===== src/rtl/synth_bus_pkg.sv =====
// Shared types and widths for the synth parameter-memory bus arbiter.
// Imported by the interface, the round-robin picker and the top.
package synth_bus_pkg;

    localparam int ADDR_W = 7;
    localparam int BANK_W = 3;
    localparam int DATA_W = 8;
    localparam int CNT_W  = 4;

    typedef enum logic [1:0] {
        IDLE,
        SETUP,
        STROBE,
        HOLD
    } bus_state_t;

endpackage


===== src/rtl/synth_bus_if.sv =====
// Requester-side and bus-side signals of the parameter-memory arbiter.
// The slave view belongs to the arbiter, the master view to its users.
interface synth_bus_if #(
    parameter int N_REQ = 3
);
    import synth_bus_pkg::*;

    logic [N_REQ-1:0]        req;
    logic [N_REQ-1:0]        req_rw;
    logic [N_REQ*ADDR_W-1:0] req_addr;
    logic [N_REQ*BANK_W-1:0] req_bank;
    logic [N_REQ*DATA_W-1:0] req_wdata;
    logic [N_REQ-1:0]        gnt;
    logic [N_REQ-1:0]        done;
    logic [DATA_W-1:0]       rdata;

    logic [ADDR_W-1:0]       bus_dec_addr;
    logic [BANK_W-1:0]       bus_bank_adr;
    logic [DATA_W-1:0]       bus_wdata;
    logic                    bus_oe;
    logic                    bus_read_write;
    logic                    bus_write;
    logic                    bus_data_ready;
    logic [DATA_W-1:0]       bus_rdata;
    logic                    busy;

    modport slave (
        input  req, req_rw, req_addr,
        input  req_bank, req_wdata,
        input  bus_rdata,
        output gnt, done, rdata,
        output bus_dec_addr, bus_bank_adr,
        output bus_wdata, bus_oe,
        output bus_read_write, bus_write,
        output bus_data_ready, busy
    );

    modport master (
        output req, req_rw, req_addr,
        output req_bank, req_wdata,
        output bus_rdata,
        input  gnt, done, rdata,
        input  bus_dec_addr, bus_bank_adr,
        input  bus_wdata, bus_oe,
        input  bus_read_write, bus_write,
        input  bus_data_ready, busy
    );

endinterface


===== src/rtl/rr_arbiter.sv =====
// Combinational round-robin picker: searches upward from last+1
// (mod N_REQ) and returns the first active request as one-hot.
module rr_arbiter #(
    parameter int N_REQ = 3,
    localparam int IDX_W = (N_REQ > 1) ? $clog2(N_REQ) : 1
) (
    input  logic [N_REQ-1:0] req,
    input  logic [IDX_W-1:0] last,
    output logic [N_REQ-1:0] gnt
);

    logic found;

    always_comb begin
        gnt   = '0;
        found = 1'b0;
        for (int o = 1; o <= N_REQ; o++) begin
            for (int j = 0; j < N_REQ; j++) begin
                if (!found && req[j] &&
                    ((int'(last) + o) % N_REQ) == j) begin
                    gnt[j] = 1'b1;
                    found  = 1'b1;
                end
            end
        end
    end

endmodule


===== src/rtl/synth_bus_arbiter.sv =====
// Round-robin owner of the synth parameter bus; every access runs
// SETUP, STROBE, HOLD with all bus outputs registered.
module synth_bus_arbiter
    import synth_bus_pkg::*;
#(
    parameter int N_REQ     = 3,
    parameter int SETUP_CYC = 1,
    parameter int HOLD_CYC  = 2
) (
    input logic        CLOCK_50,
    input logic        reset_reg_N,
    synth_bus_if.slave bif
);

    localparam int IDX_W = (N_REQ > 1) ? $clog2(N_REQ) : 1;

    bus_state_t        state;
    logic [IDX_W-1:0]  last;
    logic [IDX_W-1:0]  win_idx;
    logic [N_REQ-1:0]  eff;
    logic [N_REQ-1:0]  win;
    logic [N_REQ-1:0]  win_q;
    logic [N_REQ-1:0]  gnt_q;
    logic [N_REQ-1:0]  done_q;
    logic [CNT_W-1:0]  cnt;
    logic [ADDR_W-1:0] sel_addr, addr_q;
    logic [BANK_W-1:0] sel_bank, bank_q;
    logic [DATA_W-1:0] sel_wdata, wdata_q;
    logic [DATA_W-1:0] rdata_q;
    logic              sel_rw;
    logic              rw_q;
    logic              wr_q;
    logic              dr_q;

    // a requester is masked in its own done cycle
    assign eff = bif.req & ~done_q;

    rr_arbiter #(
        .N_REQ (N_REQ)
    ) u_rr (
        .req  (eff),
        .last (last),
        .gnt  (win)
    );

    always_comb begin
        win_idx   = '0;
        sel_addr  = '0;
        sel_bank  = '0;
        sel_wdata = '0;
        sel_rw    = 1'b0;
        for (int i = 0; i < N_REQ; i++) begin
            if (win[i]) begin
                win_idx   = IDX_W'(i);
                sel_addr  = bif.req_addr[i*ADDR_W +: ADDR_W];
                sel_bank  = bif.req_bank[i*BANK_W +: BANK_W];
                sel_wdata = bif.req_wdata[i*DATA_W +: DATA_W];
                sel_rw    = bif.req_rw[i];
            end
        end
    end

    always_ff @(posedge CLOCK_50 or negedge reset_reg_N) begin
        if (!reset_reg_N) begin
            state   <= IDLE;
            last    <= IDX_W'(N_REQ - 1);
            win_q   <= '0;
            gnt_q   <= '0;
            done_q  <= '0;
            cnt     <= '0;
            addr_q  <= '0;
            bank_q  <= '0;
            wdata_q <= '0;
            rdata_q <= '0;
            rw_q    <= 1'b0;
            wr_q    <= 1'b0;
            dr_q    <= 1'b0;
        end else begin
            gnt_q  <= '0;
            done_q <= '0;
            dr_q   <= 1'b0;
            unique case (state)
                IDLE: begin
                    if (|eff) begin
                        state   <= SETUP;
                        gnt_q   <= win;
                        win_q   <= win;
                        last    <= win_idx;
                        addr_q  <= sel_addr;
                        bank_q  <= sel_bank;
                        wdata_q <= sel_wdata;
                        rw_q    <= 1'b1;
                        wr_q    <= sel_rw;
                        cnt     <= CNT_W'(SETUP_CYC - 1);
                    end
                end
                SETUP: begin
                    if (cnt == '0) begin
                        state <= STROBE;
                        dr_q  <= 1'b1;
                    end else begin
                        cnt <= cnt - 1'b1;
                    end
                end
                STROBE: begin
                    state <= HOLD;
                    cnt   <= CNT_W'(HOLD_CYC - 1);
                end
                HOLD: begin
                    if (cnt == '0) begin
                        state  <= IDLE;
                        done_q <= win_q;
                        rw_q   <= 1'b0;
                        wr_q   <= 1'b0;
                        if (!wr_q) rdata_q <= bif.bus_rdata;
                    end else begin
                        cnt <= cnt - 1'b1;
                    end
                end
                default: state <= IDLE;
            endcase
        end
    end

    assign bif.gnt            = gnt_q;
    assign bif.done           = done_q;
    assign bif.rdata          = rdata_q;
    assign bif.bus_dec_addr   = addr_q;
    assign bif.bus_bank_adr   = bank_q;
    assign bif.bus_wdata      = wdata_q;
    assign bif.bus_oe         = wr_q;
    assign bif.bus_read_write = rw_q;
    assign bif.bus_write      = wr_q;
    assign bif.bus_data_ready = dr_q;
    assign bif.busy           = (state != IDLE);

endmodule


===== src/flat_wrapper.sv =====
// flat-port wrapper written by rule: the top's interface ports become plain ports
module synth_bus_arbiter_flat import synth_bus_pkg::*;
#(
    parameter int N_REQ     = 3,
    parameter int SETUP_CYC = 1,
    parameter int HOLD_CYC  = 2
)
  (CLOCK_50, reset_reg_N, bif_req, bif_req_rw, bif_req_addr, bif_req_bank, bif_req_wdata, bif_bus_rdata, bif_gnt, bif_done, bif_rdata, bif_bus_dec_addr, bif_bus_bank_adr, bif_bus_wdata, bif_bus_oe, bif_bus_read_write, bif_bus_write, bif_bus_data_ready, bif_busy);
  synth_bus_if #(.N_REQ(N_REQ)) bif_i ();
  input logic CLOCK_50;
  input logic reset_reg_N;
  input wire logic [$bits(bif_i.req)-1:0] bif_req;
  input wire logic [$bits(bif_i.req_rw)-1:0] bif_req_rw;
  input wire logic [$bits(bif_i.req_addr)-1:0] bif_req_addr;
  input wire logic [$bits(bif_i.req_bank)-1:0] bif_req_bank;
  input wire logic [$bits(bif_i.req_wdata)-1:0] bif_req_wdata;
  input wire logic [$bits(bif_i.bus_rdata)-1:0] bif_bus_rdata;
  output wire logic [$bits(bif_i.gnt)-1:0] bif_gnt;
  output wire logic [$bits(bif_i.done)-1:0] bif_done;
  output wire logic [$bits(bif_i.rdata)-1:0] bif_rdata;
  output wire logic [$bits(bif_i.bus_dec_addr)-1:0] bif_bus_dec_addr;
  output wire logic [$bits(bif_i.bus_bank_adr)-1:0] bif_bus_bank_adr;
  output wire logic [$bits(bif_i.bus_wdata)-1:0] bif_bus_wdata;
  output wire logic [$bits(bif_i.bus_oe)-1:0] bif_bus_oe;
  output wire logic [$bits(bif_i.bus_read_write)-1:0] bif_bus_read_write;
  output wire logic [$bits(bif_i.bus_write)-1:0] bif_bus_write;
  output wire logic [$bits(bif_i.bus_data_ready)-1:0] bif_bus_data_ready;
  output wire logic [$bits(bif_i.busy)-1:0] bif_busy;
  assign bif_i.req = bif_req;
  assign bif_i.req_rw = bif_req_rw;
  assign bif_i.req_addr = bif_req_addr;
  assign bif_i.req_bank = bif_req_bank;
  assign bif_i.req_wdata = bif_req_wdata;
  assign bif_i.bus_rdata = bif_bus_rdata;
  assign bif_gnt = bif_i.gnt;
  assign bif_done = bif_i.done;
  assign bif_rdata = bif_i.rdata;
  assign bif_bus_dec_addr = bif_i.bus_dec_addr;
  assign bif_bus_bank_adr = bif_i.bus_bank_adr;
  assign bif_bus_wdata = bif_i.bus_wdata;
  assign bif_bus_oe = bif_i.bus_oe;
  assign bif_bus_read_write = bif_i.bus_read_write;
  assign bif_bus_write = bif_i.bus_write;
  assign bif_bus_data_ready = bif_i.bus_data_ready;
  assign bif_busy = bif_i.busy;
  synth_bus_arbiter #(.N_REQ(N_REQ), .SETUP_CYC(SETUP_CYC), .HOLD_CYC(HOLD_CYC)) u_core (.CLOCK_50(CLOCK_50), .reset_reg_N(reset_reg_N), .bif(bif_i));
endmodule

===== config.mk =====
export PLATFORM = sky130hd
export DESIGN_NAME = synth_bus_arbiter_flat
export DESIGN_NICKNAME = d
export VERILOG_FILES = /design/src/rtl/synth_bus_pkg.sv /design/src/rtl/synth_bus_if.sv /design/src/rtl/rr_arbiter.sv /design/src/rtl/synth_bus_arbiter.sv /design/src/flat_wrapper.sv
export SDC_FILE = /design/constraint.sdc
export NUM_CORES = 1
export LEC_CHECK = 0
export BUFFER_PORTS_ARGS = -buffer_cell sky130_fd_sc_hd__buf_4
export CORE_MARGIN = 2
export CORE_UTILIZATION = 53
export CTS_BUF_LIST = sky130_fd_sc_hd__clkbuf_4
export CTS_CLUSTER_SIZE = 20
export DETAILED_ROUTE_END_ITERATION = 6
export GPL_ROUTABILITY_DRIVEN = 0
export PLACE_DENSITY = 0.86
export SLEW_MARGIN = 0
export SYNTH_ARGS = -nofsm -noshare
export SYNTH_HDL_FRONTEND = slang
export SYNTH_SLANG_ARGS = --single-unit
export TNS_END_PERCENT = 50

===== constraint.sdc =====
create_clock -name CLOCK_50 -period 3.08 [get_ports CLOCK_50]
set_input_delay 0.308 -clock CLOCK_50 [delete_from_list [all_inputs] [get_ports CLOCK_50]]
set_output_delay 0.308 -clock CLOCK_50 [all_outputs]
set_load 0.02 [all_outputs]

==> flow_metrics.py <==
metrics = {
    "synthesis": {
        "synthFlopType": "dfrtp_1",
        "synth-seq-cells": 46,
        "synth_common_cells": "dfrtp_1, nand2_1, nor2_1, o31ai_1",
        "syn_nets": 297,
        "synth_largest_area_cell": "dfrtp_1",
        "syn_avg_cell_area_sq_um": 11.1,
        "synth_top_area_share_pct": 46.1,
        "synth-edff-count": 0,
        "synth_top_family_by_area": "compound AO/OA/AOI/OAI gates",
        "postSynthCellCount": 220,
        "synth_xor_area_share_pct": 0,
        "async_flop_share_pct": 100,
        "yosysMostFrequentCell": "dfrtp_1",
        "synth-compound-area-share_pct": 25.9,
        "netlist_area_sq_um": 2440,
        "ys_top_cells_by_area": "dfrtp_1, a221oi_2, o31ai_2",
        "synthMuxAreaShare_pct": 3.69,
        "yosys.area_share.simple_pct": 15.0,
        "synth_adder_area_share_pct": 3.59,
        "synth_cell_types": 43,
        "ys_warn_count": 0,
        "ys_seq_area_share_pct": 47.2,
    },
    "global_route": {
        "grt_max_degree": 47,
        "gr-total-overflow": 0,
        "grt_usage_pct": 23.3,
        "grt_pass1_vias": 2091,
        "grt_pass1_wl_microns": 9490,
        "antenna_found_initial": 0,
    },
    "placed_design": {
        "dp_slack_ns": 0.678,
        "port_buffers": 106,
        "dp_hpwl_microns": 4430,
    },
    "timing": {
        "setup_tns_ns": 0,
        "worst_slack_ns": 0.638,
        "max_freq_ghz": 0.410,
        "fin_crit_sh_pct": 79.3,
        "worst_pin_slew_ns": 0.922,
        "hold_viol": 0,
        "clock_skew_ns": 0.00931,
        "holdWs_ns": 0.176,
        "setup_viol": 0,
        "rsz0062_at_grt": "no",
        "fin_crit_ns": 2.44,
        "relSlewSlack_pct": 38.4,
        "maxSlewViolCount": 0,
    },
    "hold_path": {
        "hold_path_depth": 2,
        "holdCritStartpoint": "bif_bus_rdata[1]",
        "hold_end": "u_core.bif.rdata[1]",
        "hold_path_class": "primary input to flip-flop",
    },
    "detailed_routing": {
        "drtPass1Iterations": 4,
        "post_drt_wl_per_cell_microns": 15.8,
        "wl_microns": 5950,
        "drt-met1-wl_microns": 2350,
        "vias_per_cell": 5.78,
        "drc": 0,
        "dr.first_iter.drc_count": 78,
        "top_layer": "met4",
        "dr_wl_met3_microns": 343,
        "wl_met2_microns": 3100,
        "vias": 2179,
        "antenna_left": 0,
    },
    "setup_path": {
        "worstSetupPathType": "flip-flop to flip-flop",
        "endpoint_kind": "flip-flop",
        "timing.rr.start": "u_core.last[1]",
        "path_cells": "ha_1 > nand3b_1 > a21oi_1 > nor3_4 > a221oi_1 > o31ai_1",
        "crit_required_ns": 3.35,
        "reg2reg_setup_slack_ns": 0.64,
        "critPathMaxFanout": 19,
        "r2r_end": "u_core.bif.bus_dec_addr[1]",
        "critPathMaxStageDelay_ns": 0.77,
        "critPathArrivalTime_ns": 2.71,
        "cp_slowest_cell": "nor3_4",
        "r2r_cells": 6,
        "cp-start-kind": "flip-flop",
    },
    "cells_and_area": {
        "diodes": 0,
        "fin_nets": 401,
        "final_util_pct": 75.9,
        "layout-drive-gt1-share_pct": 47.4,
        "fillers": 320,
        "area_delta_synth_final_pct": 36.3,
    },
    "cts": {
        "cts_buffers": 5,
        "clock-sinks": 46,
        "tritoncts": "yes",
        "clk_pin_slew_ns": 0.13,
        "clkLatencyLatePin_ns": 0.35,
        "cts-root-buf": "clkbuf_4",
        "postCtsSetupRepairBufs": 0,
        "htreeDepth": 2,
        "cts.path.max_buffers": 2,
    },
    "power_and_ir_drop": {
        "p_comb_share_pct": 58.0,
        "switching_share_pct": 43.5,
        "power.internal_mw": 1.85,
        "clock_power_share_pct": 11.4,
        "ir_worst_vdd_mv": 0.464,
        "powerDensity_nw_per_um2": 987,
        "seqPwrFrac_pct": 30.6,
        "p_leak_nw": 1.63,
        "p_switching_mw": 1.43,
        "p_total_mw": 3.28,
    },
    "die": {
        "die-area_sq_um": 5160,
        "die_w_microns": 71.9,
        "initial_core_util_pct": 55.7,
        "core_area_sq_um": 4380,
        "fp-row-count": 24,
        "die_h_microns": 71.9,
        "io_pins": 107,
    },
    "run_status": {
        "status": "finished, final reports clean",
    },
    "job": {
        "drv_cap": 0,
    },
}
## kinds of logic (layout without fill, tap and decap cells)
kind of cell               count (synthesis)  count (layout)
adders and majority gates                  7               7
DFF                                       46              46
buffers and inverters                     19             124
muxes                                      8               8
and+or+nand+nor                           74              74
AOI/OAI and AO/OA                         66              66
## metal layers
metal  global-route usage, %  vias up
li1                        -     1028
met2                    39.0       93
met5                       0        -
met4                    7.97        0
met3                    4.64       16
met1                    30.3     1042
## layout by cell type, fill, tap and decap left out, types with 2 or more instances in the layout
cell type / synthesis / layout
a221oi_1: 9 / 9
a221oi_2: 10 / 10
nor3_1: 3 / 3
nand3b_1: 3 / 3
mux2_2: 8 / 8
nand2_1: 26 / 26
nand2b_1: 5 / 4
a21o_1: 5 / 5
nor4_1: 2 / 2
inv_1: 7 / 7
and3_1: 4 / 4
nand2b_2: 1 / 2
ha_1: 7 / 7
o21ai_0: 10 / 10
o31ai_2: 9 / 9
o31ai_1: 11 / 11
nor2_1: 22 / 22
clkbuf_4: 0 / 6
a21oi_1: 2 / 2
dfrtp_1: 45 / 45
buf_4: 1 / 108
## worst max-delay path, delay by kind of cell, from the launching register on
kind,cells,cell delay [ns]
simple gates,2,0.89
compound gates,3,0.60
flops,1,0.57
fa+ha+maj,1,0.29
## state kept, by name, summed over array words and instances (netlist names)
register                   flops
u_core.last                    2
u_core.bif.bus_bank_adr        3
u_core.cnt                     4
u_core.bif.bus_data_ready      1
u_core.bif.gnt                 3
u_core.bif.bus_dec_addr        7
u_core.state                   2
u_core.bif.bus_read_write      1
u_core.win_q                   3
u_core.bif.bus_wdata           8
u_core.bif.done                3
u_core.bif.bus_oe              1
u_core.bif.rdata               8
## layout make-up
cell class	instances	area, sq um	share of cell area (%)
multi-input cells	155	1180	35.5
flip-flops and latches	46	1150	34.6
repair buffers	109	821	24.7
well taps	52	65.1	1.96
clock buffers	6	45.0	1.35
clock inverters	2	37.5	1.13
inverters	7	26.3	0.790
## worst max-delay path by stage
| stage | cells past startpoint | from | slack, ns | endpoint |
|---|---|---|---|---|
| finish | 6 | u_core.last[1] | 0.64 | u_core.bif.bus_dec_addr[1] |
| global route | 6 | u_core.last[1] | 0.47 | u_core.bif.bus_wdata[1] |
| CTS | 6 | u_core.last[1] | 0.64 | u_core.bif.bus_wdata[3] |
| detailed placement | 6 | u_core.last[1] | 0.68 | u_core.bif.bus_wdata[3] |
| global placement | 6 | u_core.last[1] | 0.78 | u_core.bif.bus_wdata[5] |
| floorplan | 8 | u_core.last[1] | 1.11 | u_core.bif.bus_bank_adr[0] |
## power by group through the flow
stage	clock network, mW	registers (mW)	logic (mW)
finish	0.376	1.00	1.90
detailed placement	0	1.02	1.91
CTS	0.379	1.01	1.91
global route	0.404	1.03	2.08
global placement	0	1.01	1.85
floorplan	0	1.22	1.15
## per-stage QoR
step	std cells	instance area (sq um)
after floorplan	220	2440
after global placement	368	3230
after detailed placement	368	3230
after CTS	377	3330
after global routing	377	3330
final	377	3330
## repair_timing
action	in CTS	in global routing
gates resized for setup	0	0
hold buffers	1	0
hold endpoints to repair	45	0
Note: power is estimated with default switching activity, not from simulation.
